==> config.mk <==
export PLATFORM = sky130hd
export DESIGN_NAME = tmds_encoder_flat
export DESIGN_NICKNAME = d
export VERILOG_FILES = /design/src/rtl/tmds_pkg.sv /design/src/rtl/tmds_if.sv /design/src/rtl/tmds_tm_stage.sv /design/src/rtl/tmds_encoder.sv /design/src/flat_wrapper.sv
export SDC_FILE = /design/constraint.sdc
export NUM_CORES = 1
export LEC_CHECK = 0
export ABC_AREA = 1
export ABC_CLOCK_PERIOD_IN_PS = 15750
export CAP_MARGIN = 20
export CELL_PAD_IN_SITES_DETAIL_PLACEMENT = 1
export CELL_PAD_IN_SITES_GLOBAL_PLACEMENT = 1
export CORE_MARGIN = 4
export CORE_UTILIZATION = 40
export DETAILED_ROUTE_END_ITERATION = 7
export PLACE_DENSITY_LB_ADDON = 0.1
export SYNTH_ARGS = -nofsm -noshare
export SYNTH_HDL_FRONTEND = slang
export SYNTH_HIERARCHICAL = 1
export SYNTH_SLANG_ARGS = --single-unit
==> constraint.sdc <==
create_clock -name i_clk -period 15.75 [get_ports i_clk]
set_input_delay 3.15 -clock i_clk [delete_from_list [all_inputs] [get_ports i_clk]]
set_output_delay 3.15 -clock i_clk [all_outputs]
set_load 0.005 [all_outputs]
==> src/rtl/tmds_pkg.sv <==
// Shared TMDS types and constants: control symbols, symbol/q_m typedefs, disparity width.
package tmds_pkg;

  localparam int unsigned DISP_W = 5;

  typedef logic [9:0] tmds_sym_t;
  typedef logic [8:0] tmds_qm_t;

  localparam tmds_sym_t CTRL_SYM_00 = 10'b1101010100;
  localparam tmds_sym_t CTRL_SYM_01 = 10'b0010101011;
  localparam tmds_sym_t CTRL_SYM_10 = 10'b0101010100;
  localparam tmds_sym_t CTRL_SYM_11 = 10'b1010101011;

  function automatic tmds_sym_t ctrl_symbol(input logic [1:0] ctrl);
    tmds_sym_t sym;
    unique case (ctrl)
      2'b00:   sym = CTRL_SYM_00;
      2'b01:   sym = CTRL_SYM_01;
      2'b10:   sym = CTRL_SYM_10;
      default: sym = CTRL_SYM_11;
    endcase
    return sym;
  endfunction

endpackage

==> src/rtl/tmds_if.sv <==
// Pixel-side bundle of the TMDS encoder: shared de, per-lane bytes/control bits, encoded symbols.
interface tmds_if #(
  parameter int unsigned CHANNELS = 3
);
  logic                   i_de;
  logic [CHANNELS*8-1:0]  i_data;
  logic [CHANNELS*2-1:0]  i_ctrl;
  logic [CHANNELS*10-1:0] o_tmds;
  logic                   o_de;

  modport master (
    output i_de,
    output i_data,
    output i_ctrl,
    input  o_tmds,
    input  o_de
  );

  modport slave (
    input  i_de,
    input  i_data,
    input  i_ctrl,
    output o_tmds,
    output o_de
  );
endinterface

==> src/rtl/tmds_tm_stage.sv <==
// Combinational 8b->9b transition minimisation for one lane, plus popcount of q_m[7:0].
module tmds_tm_stage
  import tmds_pkg::*;
(
  input  logic [7:0] i_data,
  output tmds_qm_t   o_qm,
  output logic [3:0] o_n1
);

  logic [3:0] w_n1d;
  logic       w_xnor;
  logic [7:0] w_q;

  always_comb begin
    w_n1d = '0;
    for (int i = 0; i < 8; i++) begin
      w_n1d = w_n1d + 4'(i_data[i]);
    end
    w_xnor = (w_n1d > 4'd4) || ((w_n1d == 4'd4) && !i_data[0]);

    w_q    = '0;
    w_q[0] = i_data[0];
    for (int i = 1; i < 8; i++) begin
      w_q[i] = w_xnor ? ~(w_q[i-1] ^ i_data[i]) : (w_q[i-1] ^ i_data[i]);
    end
    // q_m[8] flags XOR mode so the decoder knows which inversion to undo
    o_qm = {~w_xnor, w_q};

    o_n1 = '0;
    for (int i = 0; i < 8; i++) begin
      o_n1 = o_n1 + 4'(w_q[i]);
    end
  end

endmodule

==> src/rtl/tmds_encoder.sv <==
// Multi-lane pipelined TMDS encoder, 2-cycle latency.
// Optional `TMDS_DISPARITY_OUT_EN exposes each lane's running disparity as o_disparity.
module tmds_encoder
  import tmds_pkg::*;
#(
  parameter int unsigned CHANNELS = 3
) (
  input  logic i_clk,
  input  logic i_reset,
  tmds_if.slave bus
`ifdef TMDS_DISPARITY_OUT_EN
  ,
  output logic [CHANNELS*DISP_W-1:0] o_disparity
`endif
);

  logic r_de1;
  logic r_de2;

  always_ff @(posedge i_clk) begin
    if (i_reset) begin
      r_de1 <= 1'b0;
      r_de2 <= 1'b0;
    end else begin
      r_de1 <= bus.i_de;
      r_de2 <= r_de1;
    end
  end

  assign bus.o_de = r_de2;

  for (genvar k = 0; k < CHANNELS; k++) begin : g_lane
    tmds_qm_t                  w_qm;
    logic [3:0]                w_n1;
    tmds_qm_t                  r_qm;
    logic [3:0]                r_n1;
    logic [1:0]                r_ctrl;
    tmds_sym_t                 r_sym;
    tmds_sym_t                 w_sym;
    logic signed [DISP_W-1:0]  r_cnt;
    logic signed [DISP_W-1:0]  w_cnt;
    logic signed [DISP_W-1:0]  w_bal;

    tmds_tm_stage u_tm (
      .i_data (bus.i_data[8*k +: 8]),
      .o_qm   (w_qm),
      .o_n1   (w_n1)
    );

    always_ff @(posedge i_clk) begin
      if (i_reset) begin
        r_qm   <= '0;
        r_n1   <= '0;
        r_ctrl <= '0;
        r_sym  <= CTRL_SYM_00;
        r_cnt  <= '0;
      end else begin
        r_qm   <= w_qm;
        r_n1   <= w_n1;
        r_ctrl <= bus.i_ctrl[2*k +: 2];
        r_sym  <= w_sym;
        r_cnt  <= w_cnt;
      end
    end

    // n1 - n0 = 2*n1 - 8, always within -8..+8
    assign w_bal = DISP_W'({1'b0, r_n1, 1'b0} - 6'd8);

    always_comb begin
      w_sym = r_sym;
      w_cnt = r_cnt;
      if (!r_de1) begin
        w_sym = ctrl_symbol(r_ctrl);
        w_cnt = '0;
      end else if ((r_cnt == '0) || (r_n1 == 4'd4)) begin
        w_sym = {~r_qm[8], r_qm[8], r_qm[8] ? r_qm[7:0] : ~r_qm[7:0]};
        w_cnt = r_qm[8] ? (r_cnt + w_bal) : (r_cnt - w_bal);
      end else if ((!r_cnt[DISP_W-1] && (r_n1 > 4'd4)) ||
                   (r_cnt[DISP_W-1] && (r_n1 < 4'd4))) begin
        w_sym = {1'b1, r_qm[8], ~r_qm[7:0]};
        w_cnt = r_cnt - w_bal + (r_qm[8] ? 5'sd2 : 5'sd0);
      end else begin
        w_sym = {1'b0, r_qm[8], r_qm[7:0]};
        w_cnt = r_cnt + w_bal - (r_qm[8] ? 5'sd0 : 5'sd2);
      end
    end

    assign bus.o_tmds[10*k +: 10] = r_sym;
`ifdef TMDS_DISPARITY_OUT_EN
    assign o_disparity[DISP_W*k +: DISP_W] = r_cnt;
`endif
  end

endmodule

==> src/flat_wrapper.sv <==
// flat-port wrapper written by rule: the top's interface ports become plain ports
module tmds_encoder_flat import tmds_pkg::*;
#(
  parameter int unsigned CHANNELS = 3
)
  (i_clk, i_reset, bus_i_de, bus_i_data, bus_i_ctrl, bus_o_tmds, bus_o_de);
  tmds_if #(.CHANNELS(CHANNELS)) bus_i ();
  input  logic i_clk;
  input  logic i_reset;
  input wire logic [$bits(bus_i.i_de)-1:0] bus_i_de;
  input wire logic [$bits(bus_i.i_data)-1:0] bus_i_data;
  input wire logic [$bits(bus_i.i_ctrl)-1:0] bus_i_ctrl;
  output wire logic [$bits(bus_i.o_tmds)-1:0] bus_o_tmds;
  output wire logic [$bits(bus_i.o_de)-1:0] bus_o_de;
  assign bus_i.i_de = bus_i_de;
  assign bus_i.i_data = bus_i_data;
  assign bus_i.i_ctrl = bus_i_ctrl;
  assign bus_o_tmds = bus_i.o_tmds;
  assign bus_o_de = bus_i.o_de;
  tmds_encoder #(.CHANNELS(CHANNELS)) u_core (.i_clk(i_clk), .i_reset(i_reset), .bus(bus_i));
endmodule
# Yosys cells after proc, flatten, opt, wreduce, memory -nomap -nowiden
# Cells that the tools add are included.
[totals]
reg_bits = 92
input_bits = 33
out_inout_bits = 31
elab_cells = 229
[classes]
add_sub_neg = 57
magnitude_cmp = 9
eq_ne = 12
muxes = 51
n_bitwise = 52
n_reduce_logical = 31
[ops]
columns = ["operator", "n"]
rows = [
  ["$add 4x1->4", 24],
  ["$mux 10", 9],
  ["$pmux 10 s3", 3],
  ["$mux 5", 9],
  ["$add 5x5->5", 6],
  ["$sub 5x5->5", 6],
  ["$not 1->1", 28],
  ["$add 3x1->4", 6],
  ["$eq 4x3->1 const B", 6],
  ["$gt 4x3->1 const B", 6],
  ["$mux 8", 3],
  ["$not 8->8", 3],
  ["$mux 1", 21],
  ["$xor 1x1->1", 21],
  ["$add 2x1->3", 6],
  ["$logic_not 5->1", 3],
  ["$sub 5x4->5 const B", 3],
  ["$add 1x1->2", 6],
  ["$lt 4x3->1 const B", 3],
  ["$mux 2", 6],
  ["$logic_and 1x1->1", 9],
  ["$logic_or 1x1->1", 9],
  ["$eq 2x1->1 const B", 3],
  ["$eq 2x2->1 const B", 3],
  ["3 further kinds", 10],
]

# Logic depth before layout (Yosys ltp)
[depth]
depth_word = 30
depth_mapped = 25

# Cells and area by module
# Netlist, hierarchy kept.
[modules_own_cells]
columns = ["mod", "instances", "cells_per_inst", "area_each_um2", "seq_area_each_um2"]
rows = [
  ["tmds_encoder", 1, 590, 4618.2, 1781.7],
  ["tmds_tm_stage (u_core.g_lane[0].u_tm ...)", 2, 83, 576.8, 0.0],
  ["tmds_tm_stage (u_core.g_lane[1].u_tm)", 1, 81, 610.6, 0.0],
]

# Worst setup path before layout
# No wires, ideal clock.
[synth_path]
path_kind = "input port to flip-flop"
start = "input bus_i_data[8]"
end = "register u_core.g_lane[1].r_n1[2]"
arrival_time_ps = 8200
required_time_ps = 15622
path_slack_ps = 7422
stages = 21
path_buffers = 0
path_cell_list = "inv_1 fa_1 fa_1 fa_1 inv_1 ha_1 fa_1 o31ai_1 nand2_1 xor2_1 inv_1 fa_1 fa_1 inv_1 fa_1 ha_1 inv_1 fa_1 xnor2_1 inv_1 nor2_1"
[synth_via]
elab_chain_cells = 30
[synth_rtl]
columns = ["item", "line_no", "source"]
rows = [
  ["start: declaration", "flat_wrapper.sv:11", "input wire logic [$bits(bus_i.i_data)-1:0] bus_i_data;"],
  ["parallel branches: the longest is 10 deep, another holds $add 3x1->4", "-", ""],
  ["$mux 1 (*)", "tmds_tm_stage.sv:24", "w_q[i] = w_xnor ? ~(w_q[i-1] ^ i_data[i]) : (w_q[i-1] ^ i_data[i]);"],
  ["named net u_core.g_lane[1].w_qm[1]", "tmds_encoder.sv:33", "tmds_qm_t w_qm;"],
  ["parallel branches: the longest is 18 deep, another holds $add 3x1->4", "-", ""],
  ["$add 4x1->4 (*)", "tmds_tm_stage.sv:31", "o_n1 = o_n1 + 4'(w_q[i]);"],
  ["named net u_core.g_lane[1].w_n1[2]", "tmds_encoder.sv:34", "logic [3:0] w_n1;"],
  ["end signal: assignment", "tmds_encoder.sv:59", "r_n1 <= w_n1;"],
  ["end: declaration", "tmds_encoder.sv:36", "logic [3:0] r_n1;"],
]
# Mark *: on every way through the listed nets, which the timed path passes.
# A chain may end at the register's enable or synchronous reset.

# Worst setup path in the final report
# Same ends and word-level chain as after synthesis.

==> impl_metrics.json <==
{
  "ys_seq_elements": 89,
  "antenna_left": 0,
  "tns_ns": 0,
  "synth_edf_count": 0,
  "vias": 5311,
  "hold_class": "flip-flop to flip-flop",
  "critPathCaptureType": "flip-flop",
  "relSlewSlack": 0.371,
  "path_cells": "clkdlybuf4s50_1 > inv_1 > fa_1 > fa_1 > fa_1 > inv_1 > ha_1 > fa_1 > o31ai_1 > nand2_1 > xor2_1 > inv_1 > fa_1 > fa_1 > inv_1 > fa_1 > ha_1 > inv_1 > fa_1 > xnor2_1 > inv_1 > nor2_1",
  "die_h_um": 134,
  "dieArea_mm2": 0.0180,
  "slew_viol_final": 0,
  "vdd_drop_max_v": 0.0000701,
  "cts_setup_buffers": 0,
  "fp.dieW_um": 134,
  "holdWs_ns": 0.517,
  "synth_cells": 837,
  "grt_usage": 0.188,
  "maxCapViolCount": 0,
  "initial_core_util": 0.414,
  "grt_pass1_vias": 5720,
  "mostFrequentLayoutCells": "inv_1, nand2_1, dfxtp_1, nor2_1, ha_1",
  "gp_congestion": 0.840,
  "placementRows": 45,
  "setup_viol": 0,
  "drc_errors": 0,
  "cts_resized": 0,
  "outcome": "complete, no violations",
  "cts.path.max_buffers": 2,
  "cp_num_buf_inv": 7,
  "io_pins": 64,
  "finalCritPeriodShare": 0.564,
  "grt_max_degree": 52,
  "synthFlopType": "dfxtp_1",
  "cp_max_fo": 5,
  "dp_hpwl_um": 13400,
  "antenna_found_initial": 0,
  "cts_sinks": 89,
  "synth_cell_types": 38,
  "core_mm2": 0.0154,
  "cts_root_buf": "clkbuf_16",
  "port_buffers": 63,
  "max_clock_freq_ghz": 0.112,
  "holdBufCountCts": 0,
  "hold_violations": 0,
  "h-tree-depth": 3,
  "yosysSeqAreaShare": 0.279,
  "tightestPinTransition_ns": 0.942,
  "insertedDiodeCount": 0,
  "grt_overflow_total": 0,
  "path_delay_family": "adder cells",
  "crit_type": "input port to flip-flop",
  "max_stage_delay_ns": 0.57,
  "via_per_inst": 4.76,
  "worstPathRequired_ns": 15.97,
  "mostFrequentLayoutCell": "inv_1",
  "synth_warnings": 6,
  "grt_pass1_wl_um": 27300,
  "clkSlewWorstSetupHoldPaths_ns": 0.07,
  "async_flop_share": 0,
  "avgSynthCellArea_um2": 7.63,
  "dr.pass1.iters": 5,
  "routed_wl_um": 16200,
  "wire_per_inst_um": 14.5,
  "cts_tree": "yes",
  "areaGrowthSynthToFinish_pct": 18.2,
  "post-route-min-period_ns": 8.89,
  "cp.arrival_ns": 9.11,
  "p_leak_uw": 0.00392,
  "finClkSkew_ns": 0.00620,
  "synth_area_mm2": 0.00638,
  "p_per_area_mw_per_mm2": 195,
  "rsz0062_at_grt": "no",
  "nNetsFinal": 1031,
  "syn-num-nets": 969,
  "drive_gt1_frac": 0.0929,
  "cp_slowest_cell": "fa_1",
  "start_kind": "input port",
  "numCtsBuffers": 9,
  "clk_latency_ns": 0.35,
  "drt_iter0_markers": 163,
  "cp_common_cell": "fa_1"
}
[state kept, by name, summed over array words and instances (netlist names)]
signal,flops
u_core/g_lane.r_sym,30
u_core/g_lane.r_qm,27
u_core/g_lane.r_cnt,12
u_core/g_lane.r_n1,12
u_core/g_lane.r_ctrl,6
u_core/bus.o_de,1
u_core/r_de1,1
[cell usage after synthesis (all sizes together) (4+ instances only)]
cell,instances,area [um^2]
a21oi,20,104
a31oi,5,31.3
buf,11,63.8
dfxtp,89,1780
fa,30,601
ha,69,863
inv,199,752
nand2,170,751
nand3,56,330
nand3b,4,30.0
nor2,80,308
o211ai,4,30.0
o21ai,44,254
o31ai,4,30.0
or2,5,31.3
xnor2,15,139
xor2,24,233
[worst paths after layout]
path                            slack (ns)  depth (start not counted)                                   end                           startpoint
worst min-delay path                  0.52                          2  u_core/g_lane[0].r_sym[2]$_SDFF_PP1_  u_core/g_lane[0].r_qm[2]$_SDFF_PP0_
worst min register to register        0.52                          2  u_core/g_lane[0].r_sym[2]$_SDFF_PP1_  u_core/g_lane[0].r_qm[2]$_SDFF_PP0_
worst max-delay path                  6.86                         22   u_core/g_lane[1].r_n1[2]$_SDFF_PP0_                        bus_i_data[8]
worst max register to register       13.09                          5  u_core/g_lane[2].r_sym[8]$_SDFF_PP1_              u_core/r_de1$_SDFF_PP0_
[per-layer routing]
metal  vias up  global-route usage  part of all wire
met2        56               0.350              0.53
met1      2588               0.225              0.44
met4         0              0.0424             0.011
met5         -                   0                 0
met3        15              0.0311             0.024
li1       2652                   -                 -
[logic make-up after synthesis]
kind of cell,Yosys count,share of synthesized area
and+or+nand+nor,317,0.229
adders and majority gates,99,0.229
DFF,89,0.279
buffers and inverters,212,0.129
xor gates and xnor gates,39,0.0582
AOI/OAI and AO/OA,81,0.0751
[report_power, final]
group          leakage [uW]  total (uW)  internal, uW  switching, uW
logic               0.00302         926           369            556
clock network      0.000163         243           149           94.4
registers          0.000737         305           275           30.2
total               0.00392        1470           794            681
[stage by stage]
step / cells / total power, uW / setup slack [ns] / instance area (um^2) / util
floorplan: 837 / 1010 / 7.42 / 6380 / -
global placement: 1099 / 1170 / 6.71 / 7210 / 0.467
detailed placement: 1099 / 1240 / 6.48 / 7210 / 0.467
CTS: 1115 / 1500 / 6.85 / 7550 / 0.489
global route: 1115 / 1660 / 6.51 / 7550 / 0.489
finish: 1115 / 1470 / 6.86 / 7550 / 0.489
[cell type report]
| type | instances | area [um^2] |
|---|---|---|
| fill | 1949 | 7880 |
| sequential | 89 | 1780 |
| clock buffer | 11 | 253 |
| multi-input combinational | 536 | 3780 |
| clock inverter | 5 | 85.1 |
| tap | 211 | 264 |
| inverter | 199 | 752 |
| timing repair buffer | 64 | 633 |
[worst reg2reg max path, stage by stage (launching register included)]
cell and delay, ns:
dfxtp_1 0.50, inv_2 0.18, nor2_2 0.60, inv_1 0.65, o31ai_1 0.40, o21ai_0 0.18
Note: power is estimated with default switching activity, not from simulation.
